--- config.mk ---
export PLATFORM = sky130hd
export DESIGN_NAME = board_writer
export DESIGN_NICKNAME = d
export VERILOG_FILES = /design/src/rtl/board_writer.sv
export SDC_FILE = /design/constraint.sdc
export NUM_CORES = 1
export LEC_CHECK = 0
export CAP_MARGIN = 0
export CORE_MARGIN = 8
export CORE_UTILIZATION = 58
export DETAILED_ROUTE_END_ITERATION = 8
export GPL_TIMING_DRIVEN = 0
export PLACE_DENSITY = 0.77
export SLEW_MARGIN = 20
export SYNTH_ARGS = -nofsm -noshare
export SYNTH_HDL_FRONTEND = slang
export SYNTH_SLANG_ARGS = --single-unit
--- constraint.sdc ---
create_clock -name i_clk -period 3.2 [get_ports i_clk]
set_input_delay 0.32 -clock i_clk [delete_from_list [all_inputs] [get_ports i_clk]]
set_output_delay 0.32 -clock i_clk [all_outputs]
set_load 0.05 [all_outputs]
--- src/rtl/board_writer.sv ---
// board_writer: write side of the 1k-entry board BMEM scanned by vga_controller.
//
// Buffers cell updates (x, y, data) from game logic in a small FIFO and issues
// at most one BMEM write per cycle at waddr = {y[4:0], x[4:0]}. A clear request
// flushes the FIFO and sweeps CLEAR_VAL over rows 0..ROWS-1.
//
// Optional feature: define BLANKWRITE_EN to allow writes (updates and clear
// sweep) only while i_blank is high. Undefined: i_blank is ignored.
//
// Ports:
//   i_clk          system clock
//   i_reset_n      asynchronous active-low reset
//   i_clear_req    1-cycle pulse: flush FIFO, then clear the board
//   i_cell_valid   update request valid
//   o_cell_ready   update accepted this cycle if valid
//   i_cell_x       block column 0..31
//   i_cell_y       block row 0..ROWS-1
//   i_cell_data    new cell contents
//   i_blank        high while VGA is outside the visible region
//   o_we           BMEM write enable, one write per high cycle
//   o_waddr        BMEM write address {y, x}
//   o_wdata        BMEM write data
//   o_busy         clear pending or in progress
//   o_oob_err      1-cycle pulse: accepted update had y >= ROWS

module board_writer #(
    parameter int unsigned       DATA_W     = 4,
    parameter int unsigned       FIFO_DEPTH = 4,
    parameter int unsigned       ROWS       = 24,
    parameter logic [DATA_W-1:0] CLEAR_VAL  = '0
) (
    input  logic              i_clk,
    input  logic              i_reset_n,
    input  logic              i_clear_req,
    input  logic              i_cell_valid,
    output logic              o_cell_ready,
    input  logic [4:0]        i_cell_x,
    input  logic [4:0]        i_cell_y,
    input  logic [DATA_W-1:0] i_cell_data,
    input  logic              i_blank,
    output logic              o_we,
    output logic [9:0]        o_waddr,
    output logic [DATA_W-1:0] o_wdata,
    output logic              o_busy,
    output logic              o_oob_err
);

    localparam int unsigned      PTR_W     = $clog2(FIFO_DEPTH);
    localparam int unsigned      CNT_W     = PTR_W + 1;
    localparam int unsigned      ENT_W     = 10 + DATA_W;
    localparam logic [9:0]       LAST_ADDR = 10'(ROWS * 32 - 1);
    localparam logic [CNT_W-1:0] FULL_CNT  = CNT_W'(FIFO_DEPTH);
    localparam logic [5:0]       ROWS_LIM  = 6'(ROWS);

    typedef enum logic [1:0] {
        StIdle,
        StWrite,
        StClear
    } state_e;

    // ------------------------------------------------------------------
    // Write gating
    // ------------------------------------------------------------------
    logic w_write_ok;
`ifdef BLANKWRITE_EN
    assign w_write_ok = i_blank;
`else
    logic w_unused_blank;
    assign w_unused_blank = i_blank;
    assign w_write_ok     = 1'b1;
`endif

    // ------------------------------------------------------------------
    // Update FIFO; entry packs {y, x, data} so the address is the top 10 bits
    // ------------------------------------------------------------------
    logic [ENT_W-1:0] r_fifo [FIFO_DEPTH];
    logic [PTR_W-1:0] r_wptr;
    logic [PTR_W-1:0] r_rptr;
    logic [CNT_W-1:0] r_count;

    logic             w_full;
    logic             w_empty;
    logic             w_ready;
    logic             w_push_hs;
    logic             w_in_range;
    logic             w_push;
    logic             w_pop;
    logic [ENT_W-1:0] w_entry;
    logic [ENT_W-1:0] w_head;

    state_e           r_state;
    state_e           w_state_d;

    assign w_full       = (r_count == FULL_CNT);
    assign w_empty      = (r_count == '0);
    assign w_ready      = ~w_full & ~i_clear_req & (r_state != StClear);
    assign o_cell_ready = w_ready;
    assign w_push_hs    = i_cell_valid & w_ready;
    assign w_in_range   = ({1'b0, i_cell_y} < ROWS_LIM);
    // Out-of-range updates complete the handshake but are dropped here.
    assign w_push       = w_push_hs & w_in_range;
    assign w_entry      = {i_cell_y, i_cell_x, i_cell_data};
    assign w_head       = r_fifo[r_rptr];

    always_ff @(posedge i_clk) begin
        if (w_push) begin
            r_fifo[r_wptr] <= w_entry;
        end
    end

    always_ff @(posedge i_clk or negedge i_reset_n) begin
        if (!i_reset_n) begin
            r_wptr  <= '0;
            r_rptr  <= '0;
            r_count <= '0;
        end else if (i_clear_req) begin
            // Flush: anything queued at this point is never written.
            r_wptr  <= '0;
            r_rptr  <= '0;
            r_count <= '0;
        end else begin
            if (w_push) begin
                r_wptr <= r_wptr + 1'b1;
            end
            if (w_pop) begin
                r_rptr <= r_rptr + 1'b1;
            end
            case ({w_push, w_pop})
                2'b10:   r_count <= r_count + 1'b1;
                2'b01:   r_count <= r_count - 1'b1;
                default: r_count <= r_count;
            endcase
        end
    end

    // ------------------------------------------------------------------
    // Write FSM. StWrite holds the popped entry in r_ent; its BMEM write is
    // registered on the way out of that cycle, so every output is a flop.
    // ------------------------------------------------------------------
    logic [9:0]        r_sweep;
    logic [9:0]        w_sweep_d;
    logic [ENT_W-1:0]  r_ent;
    logic [ENT_W-1:0]  w_ent_d;
    logic              r_we;
    logic              w_we_d;
    logic [9:0]        r_waddr;
    logic [9:0]        w_waddr_d;
    logic [DATA_W-1:0] r_wdata;
    logic [DATA_W-1:0] w_wdata_d;
    logic              r_busy;
    logic              w_busy_d;
    logic              r_oob;
    logic              w_oob_d;

    always_comb begin
        w_state_d = r_state;
        w_sweep_d = r_sweep;
        w_ent_d   = r_ent;
        w_pop     = 1'b0;
        w_we_d    = 1'b0;
        w_waddr_d = r_waddr;
        w_wdata_d = r_wdata;

        unique case (r_state)
            StIdle: begin
                if (i_clear_req) begin
                    w_state_d = StClear;
                    w_sweep_d = '0;
                end else if (!w_empty && w_write_ok) begin
                    w_pop     = 1'b1;
                    w_ent_d   = w_head;
                    w_state_d = StWrite;
                end
            end
            StWrite: begin
                // The entry already popped is always written, even if a
                // clear arrives now.
                w_we_d    = 1'b1;
                w_waddr_d = r_ent[ENT_W-1:DATA_W];
                w_wdata_d = r_ent[DATA_W-1:0];
                if (i_clear_req) begin
                    w_state_d = StClear;
                    w_sweep_d = '0;
                end else if (!w_empty && w_write_ok) begin
                    w_pop   = 1'b1;
                    w_ent_d = w_head;
                end else begin
                    w_state_d = StIdle;
                end
            end
            StClear: begin
                if (i_clear_req) begin
                    w_sweep_d = '0;
                end else if (w_write_ok) begin
                    w_we_d    = 1'b1;
                    w_waddr_d = r_sweep;
                    w_wdata_d = CLEAR_VAL;
                    if (r_sweep == LAST_ADDR) begin
                        w_state_d = StIdle;
                        w_sweep_d = '0;
                    end else begin
                        w_sweep_d = r_sweep + 10'd1;
                    end
                end
            end
            default: begin
                w_state_d = StIdle;
            end
        endcase
    end

    // busy stays up through the cycle carrying the final sweep write.
    assign w_busy_d = i_clear_req | (r_state == StClear);
    assign w_oob_d  = w_push_hs & ~w_in_range;

    always_ff @(posedge i_clk or negedge i_reset_n) begin
        if (!i_reset_n) begin
            r_state <= StIdle;
            r_sweep <= '0;
            r_ent   <= '0;
            r_we    <= 1'b0;
            r_waddr <= '0;
            r_wdata <= '0;
            r_busy  <= 1'b0;
            r_oob   <= 1'b0;
        end else begin
            r_state <= w_state_d;
            r_sweep <= w_sweep_d;
            r_ent   <= w_ent_d;
            r_we    <= w_we_d;
            r_waddr <= w_waddr_d;
            r_wdata <= w_wdata_d;
            r_busy  <= w_busy_d;
            r_oob   <= w_oob_d;
        end
    end

    assign o_we      = r_we;
    assign o_waddr   = r_waddr;
    assign o_wdata   = r_wdata;
    assign o_busy    = r_busy;
    assign o_oob_err = r_oob;

endmodule
==> out/results.ini, run 1 <==
[run_status]
outcome = complete, no violations

[pwr]
leakage_nw = 1.988
peakVddDrop_mv = 0.4519
cellPowerDensity_mw_per_mm2 = 783.7

[grt]
gr-total-overflow = 0
grt_use_total_pct = 15.98
grt_pass1_vias = 2875
antenna_found_initial = 0
grt_pass1_wl_mm = 14.05
grt_max_degree = 29

[timing]
finalMaxSlewViolations = 0
setup_ws_ns = 0.2524
worst_pin_slew_ns = 0.7590
worst_hold_slack_ns = 0.4629
hold_viol_final = 0
post-route-period-util_pct = 92.11
setup_viol_count_final = 0
fmax_mhz = 339.3
skew_ns = 0.01269
tns_ns = 0
rsz0062_at_grt = no
max_slew_margin_pct = 49.40
period_needed_ns = 2.948

[drt]
finalWirelength_mm = 8.358
vias_per_cell = 5.532
drc = 0
dr.pass1.iters = 4
wl_per_cell_um = 16.85
route.vias.total = 2744
drtIter0Drc = 102
postRouteAntennaNets = 0

[worst_hold_path]
min_path_type = input pin to async pin

[yosys]
ys_seq_elements = 106
synth.avg_cell_area_um2 = 13.32
synth_enable_flop_cells = 56
syn_inst = 342
synth_cell_types = 47
async_reset_ff_share_pct = 47.17
synth-main-ff-cell = edfxtp_1
synthesis.area_mm2 = 0.004556
ys_seq_area_share_pct = 64.38
yosysWarnings = 0
syn-num-nets = 370

[place]
io_buffers = 34
dpl_worst_slack_ns = -0.02777
place_congestion = 0.8359
dp_cells = 479
place_hpwl_mm = 5.953
post_dp_cell_area_mm2 = 0.005039

[critical_path]
cp-start-kind = flop
crit_fanout = 10
worst_setup_path_end_kind = flop
arrival_ns = 3.20
worstSetupPathType = flop to flop
cp_data_required_time_ns = 3.45
worstRegToRegCells = 11

[clock_network]
insertion_delay_ns = 0.36
cts_root_buffer = clkbuf_8
clock_sinks = 106
h-tree-depth = 3
cts_tree = yes
post_cts_buffers = 0
clkTransAtPathRegs_ns = 0.11
clockBufferDepth = 2
cts_inserted_buffers = 9

[layout]
layout.nets = 417
syn_to_final_growth_pct = 15.63
final_common_cell = edfxtp_1
final_cells = 496
drive_above_1_share_pct = 11.17
final_cell_area_mm2 = 0.005268
layout_common_cells = 56 x edfxtp_1, 51 x nand2_1, 50 x dfrtp_1
diodes = 0

[die]
die_w_um = 104.6
fp.dieArea_mm2 = 0.01095
row_count = 32
start_util_pct = 59.26
ios = 37
fp.dieH_um = 104.6
fp.coreArea_mm2 = 0.007687

[flow_run]
max-cap-violations = 0

path summary, 6_finish.rpt:
check / start / to / slack, ns
worst max register to register: r_state[1] / r_count[1] / 0.25
worst min register to register: r_ent[0] / r_ent[0] / 0.49
worst max-delay path: r_state[1] / r_count[1] / 0.25
min in group i_clk: r_ent[0] / r_ent[0] / 0.49
worst min-delay path: i_reset_n / o_busy / 0.46
max in group asynchronous: i_reset_n / r_ent[12] / 2.19
critical path, stage by stage, from the launching register on:
cell	delay [ns]
dfrtp_1	0.41
inv_1	0.08
ha_1	0.19
buf_2	0.21
o32ai_4	0.25
or2_2	0.18
buf_2	0.18
buf_2	0.24
nor2_1	0.08
fa_1	0.50
or4b_1	0.43
o311ai_0	0.11
kinds of logic after synthesis:
group / count (synthesis) / share of synthesized area [%]
buf+inv: 28 / 2.527
xor+xnor: 9 / 1.730
simple gates: 115 / 12.14
mux: 29 / 10.22
flops: 106 / 64.38
compound gates: 46 / 6.372
fa+ha+maj: 9 / 2.637
state kept, by name, indices dropped and copies added, names as in the netlist:
register	count
o_wdata	4
r_fifo	56
r_wptr	2
r_count	3
o_oob_err	1
r_state	2
r_sweep	10
o_busy	1
o_we	1
o_waddr	10
r_rptr	2
r_ent	14
area by class of cell:
class,instances,area (um2)
Tap cell,102,127.6
Inverter,10,37.54
Fill cell,569,2420
Buffer,18,78.83
Sequential cell,106,2933
Timing Repair Buffer,36,365.4
Clock inverter,7,75.07
Multi-Input combinational cell,208,1526
Clock buffer,9,123.9
synth_stat cells (4+ instances only):
cell type,instances,share of area (%)
inv_1,10,0.82
edfxtp_1,56,37
o21ai_0,13,1.4
and2_1,7,0.96
xnor2_1,6,1.2
mux4_2,14,6.9
mux2i_1,15,3.3
o31ai_1,4,0.66
nor2_1,20,1.6
nand3_1,8,0.88
clkbuf_1,12,0.99
dfrtp_1,50,27
ha_1,8,2.2
a21oi_1,13,1.4
buf_2,5,0.55
or2_2,4,0.55
nand2_1,51,4.2
report_power, final:
group / leakage, nW / internal (mW) / switching [mW] / total (mW)
sequential: 1.15 / 1.68 / 0.155 / 1.84
clock: 0.0985 / 0.310 / 0.490 / 0.800
combinational: 0.739 / 0.574 / 0.917 / 1.49
total: 1.99 / 2.57 / 1.56 / 4.13
per-stage QoR:
step	total power, mW	utilization (%)
final	4.128	68.52
after CTS	4.138	68.36
after global routing	4.380	68.52
after global placement	3.293	65.35
after floorplan	2.892	-
after detailed placement	3.336	65.54
metal layers:
metal / global-route usage (%) / routed length [um] / share of wire [%] / vias up
li1: - / - / - / 1332
met5: 0 / 0 / 0 / -
met3: 3.808 / 360 / 4.3 / 13
met2: 26.91 / 4141 / 50 / 58
met4: 6.422 / 137 / 1.6 / 0
met1: 19.48 / 3719 / 44 / 1341
repair_timing:
item / 4_1_cts / 5_1_grt
setup endpoints to repair: 1 / 2
resized for setup: 1 / 3
gates cloned: 0 / 0
hold buffers: 1 / 0
endpoints found under the hold margin: 22 / 0
Power figures use the tool's default switching activity.
==> inputs of run 2 (changes only) <==
--- a/config.mk
+++ b/config.mk
@@ -5,12 +5,14 @@
 export SDC_FILE = /design/constraint.sdc
 export NUM_CORES = 1
 export LEC_CHECK = 0
+export ABC_CLOCK_PERIOD_IN_PS = 3700
 export CAP_MARGIN = 0
 export CORE_MARGIN = 8
-export CORE_UTILIZATION = 58
+export CORE_UTILIZATION = 60
+export CTS_BUF_LIST = sky130_fd_sc_hd__clkbuf_8
 export DETAILED_ROUTE_END_ITERATION = 8
 export GPL_TIMING_DRIVEN = 0
-export PLACE_DENSITY = 0.77
+export PLACE_DENSITY = 0.79
 export SLEW_MARGIN = 20
 export SYNTH_ARGS = -nofsm -noshare
 export SYNTH_HDL_FRONTEND = slang
==> constraint.sdc (replaced) <==
create_clock -name i_clk -period 3.7 [get_ports i_clk]
set_input_delay 0.37 -clock i_clk [delete_from_list [all_inputs] [get_ports i_clk]]
set_output_delay 0.37 -clock i_clk [all_outputs]
set_load 0.05 [all_outputs]
==> out/results.ini, run 2 (same netlist as run 1, synthesis figures left out) <==
[run_status]
outcome = complete, no violations  ; unchanged

[place]
post_dp_cell_area_mm2 = 0.005042  ; was 0.005039 mm2
dp_cells = 476  ; was 479
io_buffers = 34  ; unchanged
place_hpwl_mm = 5.864  ; was 5.953 mm
place_congestion = 0.8060  ; was 0.8359

[layout]
layout_common_cells = 56 x edfxtp_1, 51 x nand2_1, 50 x dfrtp_1  ; unchanged
final_cell_area_mm2 = 0.005226  ; was 0.005268 mm2
final_common_cell = edfxtp_1  ; unchanged
diodes = 0  ; unchanged
drive_above_1_share_pct = 10.43  ; was 11.17%
final_cells = 492  ; was 496
syn_to_final_growth_pct = 14.72  ; was 15.63%
largest_reg_flops = 56  ; unchanged
reg_top3 = r_fifo x56, r_ent x14  ; unchanged
regMostFlops = r_fifo  ; unchanged
layout.nets = 416  ; was 417

[grt]
antenna_found_initial = 0  ; unchanged
gr-total-overflow = 0  ; unchanged
grt_max_degree = 28  ; was 29
grt_use_total_pct = 17.19  ; was 15.98%
grt_pass1_vias = 2734  ; was 2875
grt_pass1_wl_mm = 13.72  ; was 14.05 mm

[clock_network]
cts_root_buffer = clkbuf_8  ; unchanged
cts_tree = yes  ; unchanged
post_cts_buffers = 0  ; unchanged
clockBufferDepth = 2  ; unchanged
clkTransAtPathRegs_ns = 0.10  ; was 0.11 ns
ctsResizeCount = 0  ; was 1
cts_inserted_buffers = 9  ; unchanged
ctsHoldBuffers = 0  ; was 1
clock_sinks = 106  ; unchanged
h-tree-depth = 3  ; unchanged
insertion_delay_ns = 0.37  ; was 0.36 ns

[critical_path]
worstRegToRegCells = 11  ; unchanged
critPathMostFrequentCell = buf_2  ; unchanged
crit_slowest_cell = fa_1  ; unchanged
cp_data_required_time_ns = 3.96  ; was 3.45 ns
crit_family = simple AND/OR/NAND/NOR gates  ; was buffers and inverters
worstSetupEndpoint = r_count[1]  ; unchanged
cp_num_buf_inv = 4  ; unchanged
worst_setup_path_end_kind = flop  ; unchanged
arrival_ns = 3.47  ; was 3.20 ns
rrSetupSlack_ns = 0.48  ; was 0.25 ns
startpoint = r_state[1]  ; unchanged
path_depth = 11  ; unchanged
crit_path_cell_trace = inv_1 > ha_1 > buf_2 > o32ai_1 > or2_2 > buf_2 > buf_2 > nor2_1 > fa_1 > or4b_1 > o311ai_0  ; was inv_1 > ha_1 > buf_2 > o32ai_4 > or2_2 > buf_2 > buf_2 > nor2_1 > fa_1 > or4b_1 > o311ai_0
r2r-end = r_count[1]  ; unchanged
cp-start-kind = flop  ; unchanged
worstSetupPathType = flop to flop  ; unchanged
crit_fanout = 10  ; unchanged
worstReg2RegStart = r_state[1]  ; unchanged
cpPeakStageDelay_ns = 0.51  ; was 0.50 ns

[flow_run]
max-cap-violations = 0  ; unchanged

[pwr]
clkPwrFrac_pct = 18.7  ; was 19.4%
p_comb_share_pct = 36.2  ; was 36.1%
leakage_nw = 1.973  ; was 1.988 nW
seqPwrFrac_pct = 45.1  ; was 44.5%
peakVddDrop_mv = 0.2826  ; was 0.4519 mV
switchingPower_mw = 1.319  ; was 1.561 mW
cellPowerDensity_mw_per_mm2 = 672.4  ; was 783.7 mW/mm2
swShare_pct = 37.52  ; was 37.81%
internal_power_mw = 2.196  ; was 2.567 mW
fin_total_pwr_mw = 3.514  ; was 4.128 mW

[drt]
postRouteAntennaNets = 0  ; unchanged
route.vias.total = 2806  ; was 2744
vias_per_cell = 5.703  ; was 5.532
wl_per_cell_um = 16.60  ; was 16.85 um
drtIter0Drc = 113  ; was 102
drc = 0  ; unchanged
dr.pass1.iters = 4  ; unchanged
finalWirelength_mm = 8.167  ; was 8.358 mm

[timing]
worst_pin_slew_ns = 0.9612  ; was 0.7590 ns
rsz0062_at_grt = no  ; unchanged
setup_viol_count_final = 0  ; unchanged
max_slew_margin_pct = 35.72  ; was 49.40%
hold_viol_final = 0  ; unchanged
skew_ns = 0.01153  ; was 0.01269 ns
tns_ns = 0  ; unchanged
fmax_mhz = 310.9  ; was 339.3 MHz
post-route-period-util_pct = 86.93  ; was 92.11%
finalMaxSlewViolations = 0  ; unchanged
period_needed_ns = 3.216  ; was 2.948 ns

[die]
fp.dieArea_mm2 = 0.01064  ; was 0.01095 mm2
fp.dieH_um = 103.1  ; was 104.6 um
ios = 37  ; unchanged
start_util_pct = 62.47  ; was 59.26%
die_w_um = 103.1  ; was 104.6 um
row_count = 31  ; was 32
fp.coreArea_mm2 = 0.007292  ; was 0.007687 mm2

[worst_hold_path]
min_path_type = input pin to async pin  ; unchanged

==> run 2: power groups by stage <==
stage               registers (mW)  logic [mW]  clock network (mW)
floorplan                     1.83       0.671                   0
global placement              1.60        1.24                   0
detailed placement            1.61        1.28                   0
CTS                           1.59        1.28               0.678
global route                  1.61        1.39               0.726
finish                        1.58        1.27               0.657
==> run 2: how the worst min path moves through the flow <==
| stage | start | end | slack [ns] |
|---|---|---|---|
| 2_1_floorplan | i_reset_n | o_busy | 0.07 |
| 3_3_place_gp | r_ent[12] | r_ent[12] | 0.46 |
| 3_5_place_dp | i_reset_n | o_waddr[4] | 0.42 |
| 4_1_cts | i_reset_n | o_waddr[6] | 0.01 |
| 5_1_grt | i_reset_n | o_waddr[6] | 0.04 |
| 6_report | i_reset_n | o_waddr[6] | 0.003 |
==> run 2: metal layers <==
layer	part of all wire (%)	GRT usage (%)
met4	1.5	6.785
met3	5.4	4.929
met2	49	26.75
met1	44	22.29
met5	0	0
==> run 2: metrics by stage <==
step / setup WS (ns) / hold slack (ns) / util (%)
2_1_floorplan: 0.8413 / 0.07441 / -
3_3_place_gp: 0.5592 / 0.4618 / 68.84
3_5_place_dp: 0.5098 / 0.4244 / 69.15
4_1_cts: 0.4943 / 0.01452 / 71.67
5_1_grt: 0.1987 / 0.03802 / 71.67
6_report: 0.4837 / 0.002883 / 71.67
==> run 2: final cells by class <==
| type | instances | area [um2] |
|---|---|---|
| inverters | 10 | 37.54 |
| well taps | 99 | 123.9 |
| repair buffers | 35 | 362.8 |
| multi-input cells | 208 | 1508 |
| clock inverters | 7 | 60.06 |
| flip-flops and latches | 106 | 2933 |
| clock buffers | 9 | 123.9 |
| plain buffers | 18 | 77.57 |
| fillers | 519 | 2066 |
==> RTL change: new RTL, flow settings as in run 2 <==
`r_wdata` no longer has a reset.
--- a/src/rtl/board_writer.sv
+++ b/src/rtl/board_writer.sv
@@ -222,3 +222,2 @@
             r_waddr <= '0;
-            r_wdata <= '0;
             r_busy  <= 1'b0;
@@ -231,3 +230,2 @@
             r_waddr <= w_waddr_d;
-            r_wdata <= w_wdata_d;
             r_busy  <= w_busy_d;
@@ -235,2 +233,6 @@
         end
+    end
+
+    always_ff @(posedge i_clk) begin
+        r_wdata <= w_wdata_d;
     end
Function: differs if i_reset_n is asserted again (counterexample within 4 cycles, from zero or initial values and one cycle with i_reset_n low); with i_reset_n held inactive, the same outputs for 10 cycles.
==> RTL change against run 2 <==
Non-clock buffer count is 3 lower; setup slack better by 0.43 ns; area after synthesis up 2.1%; die area grew 1.8%; clock power is 18% higher; maximum frequency grew 15%; wire length grew 1.1%; via count is 4.7% lower; sequential share of layout area shrank 1.0 points; total power increased by 14%; core utilization down 1.2 points; sequential cell count unchanged; design area up 2.5%; final cell count down 6.1%; largest power group unchanged.
==> RTL change: results (changes against run 2) <==
grt_pass1_wl_um: 14000  # +1.9%
portBuffers: 33  # -2.9%
worstHoldPathType: "input port to flop"
reg2reg_from: "r_state[0]$_DFFE_PN0P_"
synthTopCellsByArea: "edfxtp_1 39%, dfrtp_1 25%, mux4_2 6.8%"
leakagePower_nw: 1.99  # +0.93%
cts_hold_buf: 1  # +1
ys_types: 61  # +30%
gp_congestion: 0.838  # +4.0%
hold_slack_ns: 0.382  # +0.379 ns
status: "completed"
synth-seq-area-share_pct: 63.5  # -0.89 points
synth_commonest_cells: "60 x edfxtp_1, 46 x dfrtp_1, 22 x nor2_1"
wl_per_cell_um: 17.9  # +7.6%
rrSetupSlack_ns: 1.00  # +0.52 ns
worstPathArrival_ns: 2.42  # -1.05 ns
synthesis.nets: 337  # -8.9%
grt_max_degree: 31  # +11%
fillers: 504  # -2.9%
grt_pass1_vias: 2780  # +1.7%
drive_above_1_share_pct: 18.3  # +7.9 points
fin_nets: 383  # -7.9%
max-vdd-ir-drop_mv: 0.355  # +26%
hpwl_um: 5800  # -1.0%
r2r_end: "r_count[2]$_DFFE_PN0P_"
dpl_cell_area_um2: 5120  # +1.6%
max_slew_margin_pct: 50.0  # +14 points
vias_per_cell: 5.79  # +1.5%
grt_usage_pct: 16.2  # -0.99 points
n_antenna_cell: 0  # unchanged
==> RTL change: changes by cell type in the layout (fill, tap and decap cells not counted), sizes merged, moves of 4 or more <==
cell | before | now
buf | 8 | 12
o21ai | 13 | 7
mux2i | 15 | 11
clkbuf | 21 | 14
nor4 | 1 | 5
nand2 | 51 | 9
edfxtp | 56 | 60
nor2 | 20 | 24
mux2 | 0 | 14
dfrtp | 50 | 46
nor3 | 1 | 5
==> RTL change: how the worst max path moves through the flow <==
stage                                start  slack (ns)                      to
floorplan           r_state[0]$_DFFE_PN0P_        1.30  r_count[2]$_DFFE_PN0P_
global placement               i_cell_y[4]        0.90  r_count[2]$_DFFE_PN0P_
detailed placement             i_cell_y[4]        0.86  r_count[2]$_DFFE_PN0P_
CTS                 r_state[0]$_DFFE_PN0P_        0.89            o_cell_ready
global route        r_state[0]$_DFFE_PN0P_        0.81            o_cell_ready
finish              r_state[0]$_DFFE_PN0P_        0.91            o_cell_ready
==> RTL change: routing by layer <==
metal | share of wire [%] | track usage, %
met4 | 2.1 | 7.96
met5 | 0 | 0
met2 | 51 | 25.9
met3 | 5.0 | 4.28
met1 | 42 | 20.0
==> RTL change: stage by stage <==
| stage | util, % | setup slack [ns] | instances |
|---|---|---|---|
| finish | 70.4 | 0.912 | 462 |
| global route | 70.4 | 0.809 | 462 |
| CTS | 70.4 | 0.892 | 462 |
| detailed placement | 67.4 | 0.865 | 445 |
| global placement | 67.2 | 0.898 | 444 |
| floorplan | - | 1.30 | 309 |
==> RTL change: kinds of logic (layout without fill, tap and decap cells) <==
| kind of cell | count (synthesis) | in the layout | synth area share (%) |
|---|---|---|---|
| xor+xnor | 9 | 9 | 1.69 |
| flops | 106 | 106 | 63.5 |
| compound gates | 44 | 44 | 6.62 |
| mux | 39 | 39 | 13.3 |
| buf+inv | 25 | 76 | 2.82 |
| simple gates | 77 | 77 | 9.44 |
| fa+ha+maj | 9 | 9 | 2.58 |
==> RTL change: report_power, final <==
group	switching [W]	internal, W	total (W)
Sequential	0.000125	0.00150	0.00162
Combinational	0.000923	0.000692	0.00162
Clock	0.000433	0.000338	0.000772
==> RTL change: critical path, stage by stage, from the launching register on <==
cell and delay, ns:
dfrtp_1 0.38, inv_1 0.07, ha_1 0.26, buf_6 0.17, inv_1 0.13, nand2_1 0.09, nor2_1 0.13, clkdlybuf4s50_1 0.82
==> RTL change: layout make-up <==
| cell class | count | area [um2] | share of cell area, % |
|---|---|---|---|
| timing repair buffer | 35 | 355 | 6.63 |
| clock inverter | 7 | 100 | 1.87 |
| buffer | 15 | 93.8 | 1.75 |
| tap | 102 | 128 | 2.38 |
| clock buffer | 9 | 124 | 2.31 |
| sequential | 106 | 2950 | 55.1 |
| inverter | 10 | 37.5 | 0.701 |
| multi-input combinational | 178 | 1570 | 29.2 |
